### config.mk
export PLATFORM = sky130hd
export DESIGN_NAME = wwd_display_driver
export DESIGN_NICKNAME = d
export VERILOG_FILES = /design/src/rtl/wwd_display_driver_pkg.sv /design/src/rtl/wwd_display_driver_hex_to_seg7.sv /design/src/rtl/wwd_display_driver.sv
export SDC_FILE = /design/constraint.sdc
export NUM_CORES = 1
export LEC_CHECK = 0
export CAP_MARGIN = 20
export CORE_UTILIZATION = 46
export CTS_CLUSTER_DIAMETER = 150
export DETAILED_ROUTE_END_ITERATION = 7
export GPL_ROUTABILITY_DRIVEN = 1
export PLACE_DENSITY = 0.73
export SYNTH_ARGS = -nofsm -noshare
export SYNTH_HDL_FRONTEND = slang
export SYNTH_HIERARCHICAL = 1
export SYNTH_SLANG_ARGS = --single-unit
### constraint.sdc
create_clock -name clk -period 4.6 [get_ports clk]
set_input_delay 0.69 -clock clk [delete_from_list [all_inputs] [get_ports clk]]
set_output_delay 0.69 -clock clk [all_outputs]
set_load 0.1 [all_outputs]
### src/rtl/wwd_display_driver_pkg.sv
// Shared constants for the WWD display driver: digit count, segment bit order and hex glyphs.
// Segment vectors are {g,f,e,d,c,b,a}, active low.
package wwd_display_driver_pkg;

    localparam int unsigned DISP_DIGITS = 4;

    localparam int unsigned SEG_BIT_A = 0;
    localparam int unsigned SEG_BIT_B = 1;
    localparam int unsigned SEG_BIT_C = 2;
    localparam int unsigned SEG_BIT_D = 3;
    localparam int unsigned SEG_BIT_E = 4;
    localparam int unsigned SEG_BIT_F = 5;
    localparam int unsigned SEG_BIT_G = 6;

    localparam logic [6:0] SEG_0 = 7'h40;
    localparam logic [6:0] SEG_1 = 7'h79;
    localparam logic [6:0] SEG_2 = 7'h24;
    localparam logic [6:0] SEG_3 = 7'h30;
    localparam logic [6:0] SEG_4 = 7'h19;
    localparam logic [6:0] SEG_5 = 7'h12;
    localparam logic [6:0] SEG_6 = 7'h02;
    localparam logic [6:0] SEG_7 = 7'h78;
    localparam logic [6:0] SEG_8 = 7'h00;
    localparam logic [6:0] SEG_9 = 7'h10;
    localparam logic [6:0] SEG_A = 7'h08;
    localparam logic [6:0] SEG_B = 7'h03;
    localparam logic [6:0] SEG_C = 7'h46;
    localparam logic [6:0] SEG_D = 7'h21;
    localparam logic [6:0] SEG_E = 7'h06;
    localparam logic [6:0] SEG_F = 7'h0E;

endpackage

### src/rtl/wwd_display_driver_hex_to_seg7.sv
// Combinational hex nibble to active-low 7-segment glyph decoder.
module wwd_display_driver_hex_to_seg7
    import wwd_display_driver_pkg::*;
(
    input  logic [3:0] nibble,
    output logic [6:0] seg_n
);

    always_comb begin
        seg_n = SEG_0;
        case (nibble)
            4'h0: seg_n = SEG_0;
            4'h1: seg_n = SEG_1;
            4'h2: seg_n = SEG_2;
            4'h3: seg_n = SEG_3;
            4'h4: seg_n = SEG_4;
            4'h5: seg_n = SEG_5;
            4'h6: seg_n = SEG_6;
            4'h7: seg_n = SEG_7;
            4'h8: seg_n = SEG_8;
            4'h9: seg_n = SEG_9;
            4'hA: seg_n = SEG_A;
            4'hB: seg_n = SEG_B;
            4'hC: seg_n = SEG_C;
            4'hD: seg_n = SEG_D;
            4'hE: seg_n = SEG_E;
            4'hF: seg_n = SEG_F;
            default: seg_n = SEG_0;
        endcase
    end

endmodule

### src/rtl/wwd_display_driver.sv
// Captures the CPU's WWD output value and scans it as 4 hex digits on a multiplexed display;
// also mirrors the low PC byte onto LEDs and tracks capture statistics.
module wwd_display_driver
    import wwd_display_driver_pkg::*;
#(
    parameter int unsigned SCAN_DIV = 50000,
    parameter int unsigned NEW_HOLD = 25000000
) (
    input  logic                   clk,
    input  logic                   reset,
    input  logic [15:0]            output_port,
    input  logic                   wwd_valid,
    input  logic [7:0]             PC_below8bit,
    input  logic                   freeze,
    output logic [6:0]             seg_n,
    output logic [DISP_DIGITS-1:0] an_n,
    output logic [7:0]             led,
    output logic                   new_flag,
    output logic                   missed,
    output logic [7:0]             wwd_count
);

    localparam logic [19:0] PRESC_LAST = 20'(SCAN_DIV - 1);
    localparam logic [31:0] HOLD_LAST  = 32'(NEW_HOLD - 1);

    logic [19:0]            presc_q;
    logic [1:0]             digit_q;
    logic [15:0]            disp_val_q;
    logic [31:0]            hold_q;
    logic                   new_flag_q;
    logic                   missed_q;
    logic [7:0]             count_q;
    logic [7:0]             led_q;
    logic [6:0]             seg_q;
    logic [DISP_DIGITS-1:0] an_q;

    logic                   capture;
    logic                   presc_wrap;
    logic [3:0]             nibble;
    logic [6:0]             seg_d;
    logic [DISP_DIGITS-1:0] an_d;

    always_comb begin
        capture    = wwd_valid & ~freeze;
        presc_wrap = (presc_q == PRESC_LAST);
        nibble     = disp_val_q[4*digit_q +: 4];
        an_d       = ~({{(DISP_DIGITS-1){1'b0}}, 1'b1} << digit_q);
    end

    wwd_display_driver_hex_to_seg7 u_hex_to_seg7 (
        .nibble (nibble),
        .seg_n  (seg_d)
    );

    always_ff @(posedge clk or posedge reset) begin
        if (reset) begin
            presc_q    <= '0;
            digit_q    <= '0;
            disp_val_q <= '0;
            hold_q     <= '0;
            new_flag_q <= 1'b0;
            missed_q   <= 1'b0;
            count_q    <= '0;
            led_q      <= '0;
            seg_q      <= SEG_0;
            an_q       <= 4'b1110;
        end else begin
            presc_q <= presc_wrap ? 20'd0 : presc_q + 20'd1;
            if (presc_wrap) begin
                digit_q <= digit_q + 2'd1;
            end
            seg_q <= seg_d;
            an_q  <= an_d;
            led_q <= PC_below8bit;

            if (capture) begin
                disp_val_q <= output_port;
                hold_q     <= HOLD_LAST;
                new_flag_q <= 1'b1;
                missed_q   <= 1'b0;
                if (count_q != 8'hFF) begin
                    count_q <= count_q + 8'd1;
                end
            end else begin
                if (wwd_valid) begin
                    missed_q <= 1'b1;
                end
                // The flag drops on the edge where the hold count has already reached zero.
                if (new_flag_q) begin
                    if (hold_q == 32'd0) begin
                        new_flag_q <= 1'b0;
                    end else begin
                        hold_q <= hold_q - 32'd1;
                    end
                end
            end
        end
    end

    assign seg_n     = seg_q;
    assign an_n      = an_q;
    assign led       = led_q;
    assign new_flag  = new_flag_q;
    assign missed    = missed_q;
    assign wwd_count = count_q;

endmodule

==> impl_metrics.json <==
{
  "status": "finished, final reports clean",
  "seq_area_um2": 2482,
  "critPathLaunch": "hold_q[3]",
  "avgSynthCellArea_um2": 10.47,
  "grt_max_degree": 38,
  "synth_xor_area_frac": 0.06274,
  "synth_top_family_by_area": "simple AND/OR/NAND/NOR gates",
  "grt_pass1_vias": 3198,
  "whs_path_depth": 2,
  "finalSetupTns_ps": 0,
  "cts_setup_buffers": 0,
  "yosysSeqAreaShare": 0.5388,
  "final.setup_skew_ps": 12.61,
  "synth_ff_type": "dfrtp_1",
  "cp_max_fo": 9,
  "drcViolationCount": 0,
  "htreeDepth": 3,
  "yosysTopAreaCell": "dfrtp_1",
  "synth_cell_types": 49,
  "timing.final.crit_period_ps": 2935,
  "synth_commonest_cells": "dfrtp_1 (95), nand2_1 (73), nor2_1 (28)",
  "final-hold-violation-count": 0,
  "p_leak_nw": 2.287,
  "pin_count": 57,
  "mappedNetlistArea_um2": 4607,
  "synthTopCellsByArea": "dfrtp_1 (52%), nand2_1 (5.9%), xnor2_1 (4.2%)",
  "nNetsFinal": 538,
  "rsz0062_at_grt": "false",
  "gp_congestion": 0.8431,
  "required_ps": 4880,
  "cts_root_buf": "clkbuf_8",
  "criticalPathCategory": "reg -> reg",
  "startpoint_type": "register",
  "initial_core_util": 0.4735,
  "die-area_um2": 10420,
  "r2r_end": "hold_q[25]",
  "synthAdderAreaFrac": 0.03802,
  "setup_viol": 0,
  "placedCellCount": 618,
  "numCtsBuffers": 9,
  "ctsLongestPathBuffers": 2,
  "vias_per_cell": 5.345,
  "grt_pass1_wl_um": 15020,
  "dpl.hpwl_um": 6247,
  "clock_latency_ps": 360,
  "cts_tree": "built",
  "yosys_warnings": 6,
  "ir_drop_uv": 613.1,
  "synth_compound_area_frac": 0.07713,
  "synthMuxAreaShare": 0.04128,
  "io_buffers": 56,
  "endpoint": "hold_q[25]",
  "timing.fmax_mhz": 340.8,
  "drive_gt1_frac": 0.08184,
  "area_delta_synth_final_pct": 19.15,
  "grt_use_total": 0.1846,
  "min_period_over_period": 0.6380,
  "yosys.area.top_type_share": 0.5160,
  "clk_pin_slew_ps": 90,
  "min_from": "disp_val_q[7]",
  "cap_violations": 0,
  "core-area_um2": 9729,
  "first_pass_iters": 4,
  "antenna_found_initial": 0,
  "grt_overflow": 0,
  "worstMarginPinSlew_ps": 1085,
  "drt_wl_total_um": 8879,
  "multi_input_area_um2": 2003,
  "syn_nets": 482,
  "cts_hold_buf": 0,
  "placementRows": 36,
  "ys_async_sr_fraction": 1.000,
  "yosysMostFrequentCell": "dfrtp_1",
  "die_x_um": 102.1,
  "fin_cells": 634,
  "rr_startpoint": "hold_q[3]",
  "cts_sinks": 99,
  "vias": 3389,
  "hold_class": "reg -> reg",
  "n_antenna_cell": 0,
  "rrSetupSlack_ps": 1670,
  "cts_resized": 0,
  "wl_per_cell_um": 14.00,
  "drtAntennaViolNets": 0,
  "fill_cells": 864,
  "drt_iter0_drc": 153,
  "synth_simple_gate_area_frac": 0.2151,
  "synth_seq_cells": 99,
  "drv_slew": 0,
  "power-per-cell-area_nw_per_um2": 382.9,
  "end_kind": "register",
  "die_h_um": 102.1,
  "synth-edff-count": 0,
  "reg2regPathDepth": 5,
  "crit_arrival_ps": 3220,
  "slew_headroom": 0.2699,
  "synth_cells": 440
}
cells in the final DEF (no fill, tap or decap), drive strengths merged, types with 4 or more instances in the layout:
cell,instances
mux2i,4
clkbuf,11
xnor2,22
nand4,10
nor2b,5
o31ai,8
xor2,11
a21oi,15
dfstp,4
or3,10
clkdlybuf4s50,56
inv,12
buf,6
and3,4
o21ai,12
nand2,73
nor3,12
or4,13
a31oi,4
nor2,28
ha,14
mux4,5
nor4,10
dfrtp,95
nand3,20
worst max-delay path, stage by stage (launching register included):
cell      delay (ps)
dfrtp_1          450
nor4_1           770
nand3_1          470
a2111o_1         600
or4_1            430
a21oi_1          150
report_power, final:
group / switching (W) / total, W / internal, W
clock: 0.000297 / 0.000510 / 0.000214
sequential: 0.0000566 / 0.000999 / 0.000942
combinational: 0.000430 / 0.000592 / 0.000162
how the worst min path moves through the flow:
stage                                 to
after floorplan           disp_val_q[10]
after detailed placement  disp_val_q[11]
after CTS                 disp_val_q[11]
final                      disp_val_q[7]
after global placement     disp_val_q[9]
after global routing         presc_q[19]
sequential cells by signal (all words and copies together) (netlist names):
| name | count |
|---|---|
| disp_val_q | 16 |
| hold_q | 32 |
| digit_q | 2 |
| presc_q | 20 |
| missed | 1 |
| an_n | 4 |
| wwd_count | 8 |
| seg_n | 7 |
| new_flag | 1 |
| led | 8 |
kinds of logic (layout without fill, tap and decap cells):
group,after synthesis,count (layout)
adders and majority gates,14,14
AOI/OAI and AO/OA,54,54
buffers and inverters,30,91
and+or+nand+nor,198,198
xor gates and xnor gates,33,33
DFF,99,99
muxes,12,12
routing by layer:
layer  vias up  share of wire  GRT usage
met2        73           0.46     0.2834
met1      1641           0.48     0.2607
li1       1660              -          -
met3        15          0.042    0.04104
met5         -              0          0
met4         0          0.015    0.06044
metrics by stage:
stage               area (um^2)  total power (W)    util  setup WS (ps)  hold WS, ps
floorplan                  4607         0.001458       -           1326        440.3
global placement           5308         0.001599  0.5455           1854        453.8
detailed placement         5308         0.001610  0.5455           1743        460.9
CTS                        5489         0.002128  0.5642           1738        485.5
global route               5489         0.002203  0.5642           1536        503.5
finish                     5489         0.002102  0.5642           1665        479.9
cell type report:
type,count,share of cell area
Inverter,13,0.009118
Clock buffer,11,0.02576
Timing Repair Buffer,62,0.1103
Sequential cell,99,0.4522
Clock inverter,5,0.007294
Tap cell,133,0.03032
Multi-Input combinational cell,311,0.3649
Note: power is estimated with default switching activity, not from simulation.
==> variant 1 (config.mk and constraints unchanged) <==
Make the reset (`reset`) synchronous in one clocked block.
--- a/src/rtl/wwd_display_driver.sv
+++ b/src/rtl/wwd_display_driver.sv
@@ -53,5 +53,5 @@
     );
 
-    always_ff @(posedge clk or posedge reset) begin
+    always_ff @(posedge clk) begin
         if (reset) begin
             presc_q    <= '0;
Behaviour: differs if reset is asserted again (counterexample within 4 cycles, from zero or initial values and one cycle with reset high); with reset held inactive, the same outputs for 10 cycles.
==> variant 1 against the unedited design <==
Sequential share of layout area is 7.8 points lower; routed wire length is 2.0% lower; synthesized area is 2.6% lower; sequential cell count stayed put; count of clock-buffer cells in the layout is 1 higher; final area is 3.4% lower; worst setup slack better by 0.15 ns; global-route usage is 0.86 points lower.
Power is not compared: it rests on default switching activity, and its combinational part moved more than twofold at a synthesized area within 25%.
==> variant 1: results (changes against the unedited design) <==
{| class="wikitable"
! Metric !! Value
|-
| Met1 Wirelength || 3910 um (was 4280 um)
|-
| Combined global-route utilization of all metal layers || 17.6% (was 18.5%)
|-
| Met3 layer wire length in the routed design || 418 um (was 370 um)
|-
| Cell type of the slowest stage on the worst timing path || sky130_fd_sc_hd__clkdlybuf4s50_1 (was sky130_fd_sc_hd__nor4_1)
|-
| Biggest fanout along the worst timing path || 7 (was 9)
|-
| Via count of the first global-routing pass || 3238 (was 3198)
|-
| Net Count, Synth || 537 (was 482)
|-
| Initial detailed-routing violation count || 130 (was 153)
|-
| Critical Path AT || 2.09 ns (was 3.22 ns)
|-
| Most area-consuming cells after synthesis || sky130_fd_sc_hd__dfxtp_1 44%, sky130_fd_sc_hd__xor2_1 5.5%, sky130_fd_sc_hd__a21oi_1 4.6%, sky130_fd_sc_hd__nor2_1 4.5%, sky130_fd_sc_hd__ha_1 4.2% (was sky130_fd_sc_hd__dfrtp_1 52%, sky130_fd_sc_hd__nand2_1 5.9%, sky130_fd_sc_hd__xnor2_1 4.2%, sky130_fd_sc_hd__ha_1 3.8%, sky130_fd_sc_hd__dfstp_2 2.3%)
|-
| Result of the run || complete, no violations (unchanged)
|-
| Startpoint of the lowest-slack hold path || disp_val_q[1]$_SDFFE_PP0P_ (was disp_val_q[7]$_DFFE_PP0P_)
|-
| Max incr delay on CP || 1.23 ns (was 0.77 ns)
|-
| Launch instance of the worst register-to-register path || hold_q[21]$_SDFFE_PP0P_ (was hold_q[3]$_DFFE_PP0P_)
|-
| Primary FF master, synth || sky130_fd_sc_hd__dfxtp_1 (was sky130_fd_sc_hd__dfrtp_1)
|-
| Number of nets in the layout || 581 (was 538)
|-
| List of most frequent post-synthesis cells || 99 x sky130_fd_sc_hd__dfxtp_1, 54 x sky130_fd_sc_hd__nor2_1, 48 x sky130_fd_sc_hd__nand2_1 (was 95 x sky130_fd_sc_hd__dfrtp_1, 73 x sky130_fd_sc_hd__nand2_1, 28 x sky130_fd_sc_hd__nor2_1)
|-
| Wirelength, routed || 8700 um (was 8880 um)
|-
| Share of flip-flops with an asynchronous set or reset || 0% (was 100%)
|-
| Share of final-layout standard cells stronger than drive strength 1 || 6.84% (was 8.18%)
|-
| Gp weighted congestion || 0.852 (was 0.843)
|-
| Worst Skew || 0.00947 ns (was 0.0126 ns)
|-
| Post-placement setup slack || 1.83 ns (was 1.74 ns)
|-
| Fill cells || 865 (was 864)
|-
| Cell type group with the largest total delay on the critical path || buffers and inverters (was simple AND/OR/NAND/NOR gates)
|-
| Largest net degree at the start of global routing || 67 (was 38)
|-
| Transition time at the pin with the least slew margin || 1.02 ns (was 1.09 ns)
|-
| Global-route wire length before repair || 14200 um (was 15000 um)
|-
| Half-perimeter wire length after placement || 6040 um (was 6250 um)
|}
variant 1: cells by family (layout without fill, tap and decap cells):
group / count (synthesis) / count (layout) / share of synthesized area (%)
mux: 12 / 12 / 4.18
simple gates: 213 / 213 / 24.8
xor+xnor: 41 / 41 / 8.01
flops: 99 / 99 / 44.2
fa+ha+maj: 15 / 15 / 4.18
compound gates: 78 / 78 / 11.1
buf+inv: 36 / 83 / 3.60
variant 1: final cells by class:
class / instances / area (um2) / area share (%)
Clock buffer: 12 / 165 / 3.12
Clock inverter: 2 / 35.0 / 0.661
Inverter: 10 / 37.5 / 0.708
Multi-Input combinational cell: 359 / 2340 / 44.2
Sequential cell: 99 / 1980 / 37.4
Tap cell: 129 / 161 / 3.04
Timing Repair Buffer: 59 / 578 / 10.9
variant 1: path summary, 6_finish.rpt:
kind / to / slack (ns)
setup / recovery: new_flag / 1.82
hold / removal: disp_val_q[1]$_SDFFE_PP0P_ / 0.46
setup reg to reg: hold_q[5]$_SDFFE_PP0P_ / 1.97
hold reg to reg: disp_val_q[1]$_SDFFE_PP0P_ / 0.46
variant 1: routing by layer:
metal / vias to the layer above / global-route usage [%]
li1: 1814 / -
met3: 13 / 4.65
met1: 1659 / 21.0
met5: - / 0
met2: 80 / 31.0
met4: 0 / 5.02
variant 1: per-stage QoR:
step / cell area, um2 / cells / util [%] / power [mW]
floorplan: 4490 / 494 / - / 1.15
CTS: 5300 / 670 / 56.8 / 1.78
finish: 5300 / 670 / 56.8 / 1.76
global route: 5300 / 670 / 56.8 / 1.83
detailed placement: 5100 / 656 / 54.7 / 1.22
global placement: 5090 / 655 / 54.6 / 1.21
variant 1: power breakdown:
group          internal [mW]  switching [mW]
Combinational         0.0976           0.182
Clock                  0.289           0.269
Sequential             0.890          0.0278
==> variant 2 (config.mk and constraints unchanged) <==
Made on the original files. The package constant `DISP_DIGITS` goes from 4 to 8.
--- a/src/rtl/wwd_display_driver_pkg.sv
+++ b/src/rtl/wwd_display_driver_pkg.sv
@@ -3,5 +3,5 @@
 package wwd_display_driver_pkg;
 
-    localparam int unsigned DISP_DIGITS = 4;
+    localparam int unsigned DISP_DIGITS = 8;
 
     localparam int unsigned SEG_BIT_A = 0;
Interface: changed (resized an_n); port bits go from 57 to 61. No check against the original RTL was run, so the function may have changed too.
==> variant 2 against the unedited design <==
Synthesized area increased by 2.1%; sequential cell count increased by 1; largest power group unchanged; highest routed layer unchanged; routed wire length increased by 6.7%; combinational power increased by 2%; first-iteration DRC count decreased by 16%; largest cell class unchanged; total power increased by 3.0%; worst setup slack improved by 0.029 ns; final area increased by 2.5%.
==> variant 2: results (changes against the unedited design) <==
{| class="wikitable"
! Metric !! Value
|-
| Layout clock area frac || 3.36% (was 3.31%)
|-
| Met3 layer wire length in the routed design || 409 um (was 370 um)
|-
| Port Buffer Count || 60 (was 56)
|-
| Vias || 3506 (was 3389)
|-
| Leakage power || 2.36 nW (was 2.29 nW)
|-
| Post-detailed-placement cell area || 5410 um2 (was 5310 um2)
|-
| Area of the multi-input gates || 2050 um2 (was 2000 um2)
|-
| Final cycle utilization of the critical path || 63.2% (was 63.8%)
|-
| Multi-input gate count || 317 (was 311)
|-
| Final Instance Count excl. Fillers || 645 (was 634)
|-
| Global-route wire length before repair || 15900 um (was 15000 um)
|-
| Combined global-route utilization of all metal layers || 19.4% (was 18.5%)
|-
| Fraction of power consumed by sequential logic || 46.8% (was 47.5%)
|-
| Half-perimeter wire length after placement || 6450 um (was 6250 um)
|-
| Max incr delay on CP || 0.65 ns (was 0.77 ns)
|-
| Via count of the first global-routing pass || 3421 (was 3198)
|-
| Worst Skew || 0.0170 ns (was 0.0126 ns)
|-
| Net Count, Synth || 492 (was 482)
|-
| Result of the run || complete, no violations (unchanged)
|-
| Buffers and inverters on the worst path || 1 (was 0)
|-
| Sequential-to-total area share from yosys stat || 53.3% (was 53.9%)
|-
| Area occupied by registers || 2510 um2 (was 2480 um2)
|-
| Critical Path AT || 3.21 ns (was 3.22 ns)
|-
| List of most frequent post-synthesis cells || 96 x sky130_fd_sc_hd__dfrtp_1, 74 x sky130_fd_sc_hd__nand2_1, 28 x sky130_fd_sc_hd__nor2_1 (was 95 x sky130_fd_sc_hd__dfrtp_1, 73 x sky130_fd_sc_hd__nand2_1, 28 x sky130_fd_sc_hd__nor2_1)
|-
| Latest clock arrival within the worst-skew pair || 0.38 ns (was 0.36 ns)
|-
| Flip-flop and latch share of the layout cell area || 44.6% (was 45.2%)
|-
| Met1 Track Usage GR || 25.2% (was 26.1%)
|}
variant 2: cell count changes after synthesis, moves of 3 or more:
cell                       unedited run  this run
sky130_fd_sc_hd__o21ai_0              9        14
sky130_fd_sc_hd__or3_1               10        16
sky130_fd_sc_hd__nand3_1             20        16
sky130_fd_sc_hd__buf_4                0         3
sky130_fd_sc_hd__xor2_1              11        15
sky130_fd_sc_hd__o31ai_1              8        12
sky130_fd_sc_hd__nor2b_1              5         2
sky130_fd_sc_hd__a211oi_1             3         0
sky130_fd_sc_hd__nor4_1               9        14
sky130_fd_sc_hd__xnor2_1             22        14
sky130_fd_sc_hd__o21ai_1              3         0
variant 2: stage by stage:
stage                     setup WS (ns)  hold slack, ns
final                              1.69           0.482
after global routing               1.54           0.513
after CTS                          1.72           0.486
after detailed placement           1.76           0.458
after global placement             1.88           0.452
after floorplan                    1.30           0.440
variant 2: path summary, 6_finish.rpt:
kind                                             from                         end  slack (ns)  cells after the start
min reg2reg                disp_val_q[11]$_DFFE_PP0P_  disp_val_q[11]$_DFFE_PP0P_        0.48                      2
max reg2reg                     hold_q[0]$_DFFE_PP0P_      hold_q[28]$_DFFE_PP0P_        1.69                      7
min                        disp_val_q[11]$_DFFE_PP0P_  disp_val_q[11]$_DFFE_PP0P_        0.48                      2
max                             hold_q[0]$_DFFE_PP0P_      hold_q[28]$_DFFE_PP0P_        1.69                      7
min in group asynchronous                       reset    wwd_count[0]$_DFFE_PP0P_        0.67                      2
max in group asynchronous                       reset          seg_n[6]$_DFF_PP1_        2.99                      4
variant 2: cells by family after synthesis:
logic type / Yosys count / synth area share (%)
compound gates: 59 / 8.46
buf+inv: 33 / 3.09
other cells: 1 / 0.0798
simple gates: 202 / 21.9
xor+xnor: 29 / 5.40
mux: 12 / 4.02
flops: 100 / 53.3
fa+ha+maj: 14 / 3.73
